$ cat src/rtl/bin2bcd_disp.sv
// bin2bcd_disp: serial binary-to-BCD converter (double-dabble, one bit per clock)
// feeding the 8-digit 7-segment driver's 32-bit display register.
// A 9th BCD digit is kept internally only to flag values above 99,999,999.
// Optional build macro: BCD_SAT_EN -- when defined, an overflowing value shows
// as 99999999 instead of wrapping modulo 100,000,000.
module bin2bcd_disp #(
    parameter int BIN_WIDTH = 27
) (
    input  logic                 S_AXI_ACLK,
    input  logic                 S_AXI_ARSTN,
    input  logic                 IN_VALID,
    output logic                 IN_READY,
    input  logic [BIN_WIDTH-1:0] IN_DATA,
    output logic                 OUT_VALID,
    output logic [31:0]          OUT_DATA,
    output logic                 OUT_OVF
);

    // 4..29 bits: the lower bound keeps the counter meaningful, the upper
    // bound keeps every input below 10^9 so nine digits always suffice.
    if (BIN_WIDTH < 4 || BIN_WIDTH > 29) begin : g_cfg_err
        $error("bin2bcd_disp: BIN_WIDTH must be in 4..29");
    end

    localparam int              CNT_W    = $clog2(BIN_WIDTH + 1);
    localparam logic [CNT_W-1:0] CNT_LOAD = CNT_W'(BIN_WIDTH);
    localparam logic [CNT_W-1:0] CNT_ONE  = CNT_W'(1);

    localparam logic [1:0] S_IDLE = 2'd0;
    localparam logic [1:0] S_CONV = 2'd1;
    localparam logic [1:0] S_DONE = 2'd2;

    logic [1:0]           state_q, state_d;
    logic [BIN_WIDTH-1:0] sr_q, sr_d;
    logic [35:0]          acc_q, acc_d;
    logic [CNT_W-1:0]     cnt_q, cnt_d;
    logic                 out_valid_q, out_valid_d;
    logic [31:0]          out_data_q, out_data_d;
    logic                 out_ovf_q, out_ovf_d;
    logic [35:0]          acc_adj;
    logic                 ovf;

    // Add 3 to every digit >= 5, each nibble independent (no inter-digit carry).
    always_comb begin
        for (int i = 0; i < 9; i++) begin
            acc_adj[i*4 +: 4] = (acc_q[i*4 +: 4] >= 4'd5) ? acc_q[i*4 +: 4] + 4'd3
                                                          : acc_q[i*4 +: 4];
        end
    end

    assign ovf = (acc_q[35:32] != 4'd0);

    // Next-state logic for the IDLE -> CONV -> DONE sequence.
    always_comb begin
        // NOTE: every variable gets a default here so no path can infer a latch.
        state_d     = state_q;
        sr_d        = sr_q;
        acc_d       = acc_q;
        cnt_d       = cnt_q;
        out_valid_d = 1'b0;
        out_data_d  = out_data_q;
        out_ovf_d   = out_ovf_q;

        case (state_q)
            S_IDLE: begin
                if (IN_VALID) begin
                    sr_d    = IN_DATA;
                    acc_d   = '0;
                    cnt_d   = CNT_LOAD;
                    state_d = S_CONV;
                end
            end
            S_CONV: begin
                // Binary MSB moves into the accumulator LSB on each shift.
                {acc_d, sr_d} = {acc_adj, sr_q} << 1;
                cnt_d         = cnt_q - CNT_ONE;
                if (cnt_q == CNT_ONE) begin
                    state_d = S_DONE;
                end
            end
            S_DONE: begin
                out_ovf_d   = ovf;
`ifdef BCD_SAT_EN
                out_data_d  = ovf ? 32'h9999_9999 : acc_q[31:0];
`else
                out_data_d  = acc_q[31:0];
`endif
                out_valid_d = 1'b1;
                state_d     = S_IDLE;
            end
            default: begin
                state_d = S_IDLE;
            end
        endcase
    end

    // State and output registers; reset aborts any conversion in flight.
    always_ff @(posedge S_AXI_ACLK or negedge S_AXI_ARSTN) begin
        if (!S_AXI_ARSTN) begin
            state_q     <= S_IDLE;
            sr_q        <= '0;
            acc_q       <= '0;
            cnt_q       <= '0;
            out_valid_q <= 1'b0;
            out_data_q  <= '0;
            out_ovf_q   <= 1'b0;
        end else begin
            // NOTE: non-blocking updates so every register sees pre-edge values.
            state_q     <= state_d;
            sr_q        <= sr_d;
            acc_q       <= acc_d;
            cnt_q       <= cnt_d;
            out_valid_q <= out_valid_d;
            out_data_q  <= out_data_d;
            out_ovf_q   <= out_ovf_d;
        end
    end

    assign IN_READY  = (state_q == S_IDLE);
    assign OUT_VALID = out_valid_q;
    assign OUT_DATA  = out_data_q;
    assign OUT_OVF   = out_ovf_q;

endmodule

$ cat config.mk
export PLATFORM = sky130hd
export DESIGN_NAME = bin2bcd_disp
export DESIGN_NICKNAME = d
export VERILOG_FILES = /design/src/rtl/bin2bcd_disp.sv
export SDC_FILE = /design/constraint.sdc
export NUM_CORES = 1
export LEC_CHECK = 0
export ABC_AREA = 1
export CAP_MARGIN = 20
export CORE_MARGIN = 3
export CORE_UTILIZATION = 56
export DETAILED_ROUTE_END_ITERATION = 10
export PLACE_DENSITY = 0.93
export SLEW_MARGIN = 10
export SYNTH_ARGS = -nofsm -noshare
export SYNTH_HDL_FRONTEND = slang
export SYNTH_SLANG_ARGS = --single-unit
$ cat constraint.sdc
create_clock -name S_AXI_ACLK -period 1.8 [get_ports S_AXI_ACLK]
set_clock_uncertainty 0.1 [all_clocks]
set_input_delay 0.36 -clock S_AXI_ACLK [delete_from_list [all_inputs] [get_ports S_AXI_ACLK]]
set_output_delay 0.36 -clock S_AXI_ACLK [all_outputs]
set_load 0.05 [all_outputs]
Yosys cells after proc, flatten, opt, wreduce, memory -nomap -nowiden
Index checks and enable logic that the tools add are counted.
- mux-type cells: 19
- reductions and logical operators: 5
- equal/unequal tests: 5
- $add $sub $neg: 10
- $lt $le $gt $ge: 9
- operator list (kind ; count):
    36-bit one-hot mux with 2 select lines ; 1
    27-bit one-hot mux with 2 select lines ; 1
    4-bit by 3-bit greater-or-equal comparator with 1-bit output (second input constant) ; 9
    36-bit 2-to-1 mux ; 1
    4-bit by 2-bit adder with 4-bit output (second input constant) ; 8
    4-bit 2-to-1 mux ; 8
    27-bit 2-to-1 mux ; 1
    5-bit one-hot mux with 2 select lines ; 1
    5-bit by 1-bit equality test with 1-bit output (second input constant) ; 1
    5-bit 2-to-1 mux ; 1
    5-bit by 1-bit subtractor with 5-bit output (second input constant) ; 1
    2-bit 2-to-1 mux ; 2
    2-bit != test (second input constant) ; 2
    2-bit one-hot mux with 2 select lines ; 1
    2-bit AND reduction ; 2
    4-bit nonzero test ; 1
    3-bit by 2-bit adder with 3-bit output (second input constant) ; 1
    3-bit 2-to-1 mux ; 1
    2-bit by 1-bit equality test with 1-bit output (second input constant) ; 1
    2-bit equality test (second input constant) ; 1
    2-bit zero test ; 1
    2-bit nonzero test ; 1
    1-bit 2-to-1 mux ; 1
- register bits after elaboration: 104
- logic and storage cells: 55
- output and inout port bits: 35
- bits of input ports: 30

Longest topological paths before layout
Gate-level depths: netlist (run 1).
- depth in word-level cells: 3
- mapped depth: 9
- gate-level depth less buffers: 9

Least setup slack after synthesis (run 1)
No wires, ideal clock.
- path type: register to register
- start: register state_q[0]
- end: register sr_q[10]
- required time: 1.632 ns
- arrival: 1.468 ns
- path buffers: 1
- cell stages (with the launch flop): 7
- slack: 0.164 ns
- setup time: 0.068 ns
- clock period less this slack: 1.636 ns
- path through: dfrtp_1 nor2_2 nand2_2 inv_4 buf_6 nand2_1 nand3_1
- longest elaborated chain between the ends: 3
- elaborated cells on any way between the ends: 6
- classes of those cells: eq/ne: 2; mux: 1; reduce/logical: 3
- RTL lines (element ; line ; source):
    start: declaration ; 33 ; logic [1:0] state_q, state_d;
    start signal: assignment ; 109 ; state_q <= state_d;
    2-bit zero test * ; n/a ;
    net IN_READY ; 12 ; output logic IN_READY,
    2-bit != test (no source line) or 2-bit nonzero test (tied branches) ; n/a ;
    2-bit AND reduction (no source line) ; n/a ;
    end signal: assignment ; 110 ; sr_q <= sr_d;
    end: declaration ; 34 ; logic [BIN_WIDTH-1:0] sr_q, sr_d;
Mark *: on every way through the listed nets, which the timed path passes. The rest lies on a longest branch.
A chain may end at the register's enable or synchronous reset.

Final worst setup path (run 1)
- start: register state_q[0]
- end: output IN_READY
- longest elaborated chain between the ends: 1
- RTL lines (element ; line ; source):
    2-bit zero test ; 119 ; assign IN_READY = (state_q == S_IDLE);
    end: declaration ; 12 ;
No other way between the ends.

==> results of run 1 <==
[cell type report]
cell class	instances	area (µm²)	area share [%]
sequential	104	2600	44.3
inverter	53	206	3.51
tap	108	135	2.30
clock buffer	12	155	2.64
multi-input combinational	432	2090	35.6
clock inverter	3	17.5	0.298
timing repair buffer	73	671	11.4
[worst max-delay path: cells and delay by family (launching register included)]
kind          cells  cell delay (ps)
buf+inv           1              170
flops             1              470
simple gates      1              230
[cell usage after synthesis (all sizes together), types with 4 or more instances]
| cell | count | area, µm² |
|---|---|---|
| a21oi | 4 | 20.0 |
| buf | 17 | 188 |
| clkbuf | 4 | 28.8 |
| dfrtp | 104 | 2600 |
| ha | 21 | 263 |
| inv | 53 | 206 |
| nand2 | 245 | 937 |
| nand3 | 72 | 370 |
| nand4 | 16 | 100 |
| nor2 | 9 | 43.8 |
| o21ai | 60 | 308 |
[metal layers]
metal  share of wire [%]  vias up  wire length, µm
li1                    -     2086                -
met1                  41     2006             4260
met2                  52      142             5380
met3                 5.5       21              576
met4                 2.2        0              225
met5                   0        -                0
[per-stage QoR]
step	setup WS, ps	setup TNS (ps)	cells	area [µm²]
finish	124	0	785	5880
global placement	27.5	0	769	5690
global route	78.3	0	785	5880
detailed placement	-9.30	-13.1	769	5690
floorplan	164	0	610	5110
CTS	110	0	785	5880
[path summary, 6_finish.rpt]
check	to	slack, ps	cells past startpoint
min reg2reg	acc_q[1]	390	2
max reg2reg	acc_q[25]	230	8
max in group asynchronous	sr_q[13]	680	3
min in group asynchronous	OUT_DATA[18]	500	3
min	acc_q[1]	390	2
max	IN_READY	120	2
[cells in the final DEF, fill, tap and decap left out, drive strengths merged, types with 2 or more instances in the layout]
master	synthesis	final
clkdlybuf4s50	0	28
nand3	72	72
nand4	16	16
nor2	9	9
clkinv	0	2
dfrtp	104	104
nand2	245	245
a21oi	4	4
ha	21	21
o21ai	60	60
buf	17	44
inv	53	53
clkbuf	4	12
[where the power goes]
group / internal (mW) / switching, mW / leakage, nW / total (mW)
registers: 3.27 / 0.668 / 1.29 / 3.94
clock network: 0.568 / 0.747 / 0.0882 / 1.31
logic: 1.82 / 3.39 / 1.67 / 5.21
[registers in the layout, indices dropped and copies added (netlist names)]
register   cells
state_q        2
OUT_DATA      32
OUT_VALID      1
cnt_q          5
OUT_OVF        1
sr_q          27
acc_q         36
[logic make-up after synthesis]
kind of cell,count (synthesis),synth area share [%]
AND/OR/NAND/NOR,344,28.6
AO/OA/AOI/OAI,67,7.07
flip-flops,104,50.9
adder cells (fa/ha/maj),21,5.14
buffers and inverters,74,8.27
[what timing repair did]
| action | CTS | global route |
|---|---|---|
| endpoints found under the hold margin | 78 | 0 |
| hold buffers | 1 | 0 |
| endpoints found under the setup margin | 0 | 0 |
==> reports/metrics.cfg, run 1 <==
[status]
status=finished clean

[timing]
period_share_pct=93.1
holdWs_ps=387
maxSlewHeadroom_pct=63.3
worst_slew_pin_slew_ps=550
rsz0062_at_grt=no
maxSlewViolCount=0
hold_viol=0
final-setup-viol-count=0
fmax_mhz=597
min_period_ps=1680

[grt]
use_met3_pct=4.06
grt_pass1_wl_um=18200
grt_pass1_vias=4287
use_met2_pct=39.2
grtUsageTotal_pct=21.7
grt_max_degree=105
busiest_layer=met2
antenna_found_initial=0
use_met1_pct=24.9
grt_remaining_overflow=0

[setup_path]
crit_path_cell_trace=nor2_2 > buf_12
arrival_ps=1220
cp_max_fo=3
r2r_start=acc_q[24]
crit_start=state_q[0]
worstPathRequired_ps=1340
criticalPathCategory=flip-flop to primary output
end_kind=primary output
slowest_delay_ps=470
start_kind=flip-flop
cp_slowest_cell=dfrtp_1

[floorplan]
die_area_mm2=0.0103
rows=34
die-height_um=102
initial_utilization_pct=58.1
pin_count=65
core_area_mm2=0.00881
die_w_um=102

[clock_network]
clk_pin_slew_ps=90
htreeDepth=3
cts_buffers=9
cts_setup_buffers=0
clkSinkCount=104
cts-root-buf=clkbuf_8
ctsResizeCount=0
cts_tree=yes
cts_buffer_depth=2
clk_latency_ps=350

[synth]
avgSynthCellArea_um2=8.39
yosys_warnings=0
syn_area_mm2=0.00511
synthArstFlopShare_pct=100
yosysSeqAreaShare_pct=50.9
ys_types=30
synth_fp_nets=661
syn_inst=610
synth-seq-cells=104
synth_ff_type=dfrtp_1
synth_edf_count=0

[placement]
io_buffers=64
gp_congestion=0.861
dp_hpwl_um=7120

[pwr]
power_mw=10.5
power.density_mw_per_mm2=1780
vdd_drop_max_v=0.000744
leakage_nw=3.05

[finish]
diodes=0
nets=724
final_util_pct=66.7
drive_above_1_share_pct=10.8
area_growth_syn_to_layout_pct=14.9
nFillCells=698

[run]
drv_cap=0

[routing]
wl_per_cell_um=13.3
drt_iter0_markers=320
dr_total_vias=4255
routed_wl_um=10400
via_per_inst=5.42
drcViolationCount=0
first_pass_iters=5
ant_nets=0

[min_path]
hp-start=acc_q[1]
min_path_type=flip-flop to flip-flop

No activity file was read; power rests on OpenSTA's default activity.
==> inputs of run 2 (changes only) <==
--- a/config.mk
+++ b/config.mk
@@ -8,9 +8,10 @@
 export ABC_AREA = 1
 export CAP_MARGIN = 20
 export CORE_MARGIN = 3
-export CORE_UTILIZATION = 56
+export CORE_UTILIZATION = 57
+export CTS_BUF_LIST = sky130_fd_sc_hd__clkbuf_2 sky130_fd_sc_hd__clkbuf_4 sky130_fd_sc_hd__clkbuf_8
 export DETAILED_ROUTE_END_ITERATION = 10
-export PLACE_DENSITY = 0.93
+export PLACE_DENSITY = 0.94
 export SLEW_MARGIN = 10
 export SYNTH_ARGS = -nofsm -noshare
 export SYNTH_HDL_FRONTEND = slang
==> reports/metrics.cfg, run 2 (same netlist as run 1, synthesis figures left out) <==
[finish]
regMostFlops=acc_q
area_growth_syn_to_layout_pct=16.9
nets=724  ; unchanged
diodes=0  ; unchanged
mostFrequentLayoutCells=242 x nand2_1, 104 x dfrtp_1, 70 x nand3_1
final_util_pct=70.7  ; +3.9 points
final_area_mm2=0.00598  ; +1.8%
drive_above_1_share_pct=11.1  ; +0.28 points
layout_commonest_cell=nand2_1
largest_reg_flops=36  ; unchanged

[clock_network]
clk_pin_slew_ps=100  ; about the same
clkSinkCount=104  ; unchanged
cts_buffers=9  ; unchanged
ctsResizeCount=0  ; unchanged
htreeDepth=3  ; unchanged
cts_tree=yes
cts-root-buf=clkbuf_8
cts_buffer_depth=2  ; unchanged
clk_latency_ps=370  ; +20 ps

[floorplan]
die_w_um=101  ; -0.83%
die-height_um=101  ; -0.83%
initial_utilization_pct=60.4  ; +2.3 points
core_area_mm2=0.00846  ; -3.9%
pin_count=65  ; unchanged
die_area_mm2=0.0101  ; -1.6%
rows=33  ; -2.9%

[pwr]
power.density_mw_per_mm2=1850  ; +4.0%
p_seq_share_pct=35.5  ; -2.1 points
power_switching_mw=4.91  ; +2.3%
power_mw=11.1  ; +5.9%
swShare_pct=44.4  ; -1.5 points
leakage_nw=3.10  ; +1.8%
power.internal_mw=6.16  ; +8.9%
p_clk_share_pct=17.1  ; +4.5 points
combPwrFrac_pct=47.5  ; -2.3 points
vdd_drop_max_v=0.00115  ; +54%

[timing]
period_share_pct=95.6  ; +2.5 points
worst_slew_pin_slew_ps=553  ; +2.80 ps
maxSlewViolCount=0  ; unchanged
maxSlewHeadroom_pct=63.1  ; -0.19 points
hold_viol=0  ; unchanged
min_period_ps=1720  ; +44.4 ps
fmax_mhz=581  ; -2.6%
holdWs_ps=284  ; -104 ps
rsz0062_at_grt=no
layout_setup_ws_ps=79.4  ; -44.4 ps
final-setup-viol-count=0  ; unchanged

[routing]
first_pass_iters=5  ; unchanged
dr_total_vias=4295  ; +0.94%
wl_per_cell_um=13.9  ; +4.1%
via_per_inst=5.49  ; +1.2%
routed_wl_um=10800  ; +3.8%
ant_nets=0  ; unchanged
drt_iter0_markers=281  ; -12%
drcViolationCount=0  ; unchanged

[setup_path]
criticalPathCategory=flip-flop to primary output
start_kind=flip-flop
arrival_ps=1260  ; +40 ps
worstPathRequired_ps=1340  ; about the same
cp_max_fo=3  ; unchanged
end_kind=primary output

[run]
drv_cap=0  ; unchanged

[grt]
grt_remaining_overflow=0  ; unchanged
antenna_found_initial=0  ; unchanged
grt_max_degree=65  ; -38%
grt_pass1_wl_um=18300  ; +0.57%
grt_pass1_vias=4142  ; -3.4%
grtUsageTotal_pct=22.4  ; +0.65 points

[min_path]
min_path_type=input port to asynchronous set/reset pin

[placement]
dp_hpwl_um=7280  ; +2.3%
io_buffers=64  ; unchanged
dpl_worst_slack_ps=-22.8  ; -13.5 ps
gp_congestion=0.846  ; -1.7%
place_area_mm2=0.00570  ; +0.15%

[status]
status=finished clean

[run 2: cell types whose count changed in the layout (fill, tap and decap cells not counted)]
| cell | before | now |
|---|---|---|
| buf_12 | 4 | 5 |
| buf_4 | 40 | 39 |
| bufinv_16 | 0 | 4 |
| clkbuf_1 | 1 | 0 |
| clkbuf_8 | 11 | 10 |
| clkinvlp_4 | 1 | 0 |
[run 2: cell type report]
type / instances / area (µm²)
Sequential cell: 104 / 2600
Inverter: 53 / 206
Fill cell: 607 / 2480
Multi-Input combinational cell: 432 / 2090
Tap cell: 105 / 131
Clock inverter: 6 / 130
Timing Repair Buffer: 73 / 683
Clock buffer: 10 / 138
[run 2: worst max-delay path, cell delays in order (launching register included)]
cell and delay [ps]:
dfrtp_1 460, nor2_2 260, buf_12 170
[run 2: repair_timing]
| action | in CTS | in global routing |
|---|---|---|
| buffers inserted | 0 | 0 |
| hold buffers | 1 | 0 |
| hold endpoints to repair | 16 | 0 |
[run 2: worst paths after layout]
check / startpoint / endpoint / slack (ps) / depth (start not counted)
worst max-delay path: state_q[0] / IN_READY / 80 / 2
worst min-delay path: S_AXI_ARSTN / OUT_DATA[7] / 280 / 2
worst max register to register: state_q[1] / acc_q[33] / 220 / 6
worst min register to register: acc_q[25] / acc_q[25] / 390 / 2
max in group asynchronous: S_AXI_ARSTN / cnt_q[1] / 760 / 3
min in group S_AXI_ACLK: acc_q[25] / acc_q[25] / 390 / 2
[run 2: power groups by stage]
| stage | sequential, mW | clock [mW] | combinational, mW |
|---|---|---|---|
| final | 3.93 | 1.89 | 5.26 |
| after global routing | 4.04 | 2.01 | 5.90 |
| after CTS | 3.91 | 1.91 | 5.25 |
| after detailed placement | 3.94 | 0 | 5.15 |
| after global placement | 3.89 | 0 | 4.83 |
| after floorplan | 4.44 | 0 | 3.48 |
[run 2: per-layer routing]
layer	up-vias	GRT usage, %	wire length, µm
li1	2091	-	-
met1	2035	28.3	4510
met2	150	37.7	5450
met3	19	5.12	699
met4	0	7.77	188
met5	-	0	0
[run 2: metrics by stage]
stage / instances / TNS [ps]
finish: 783 / 0
global route: 783 / 0
CTS: 783 / 0
detailed placement: 766 / -45.5
global placement: 766 / 0
floorplan: 610 / 0
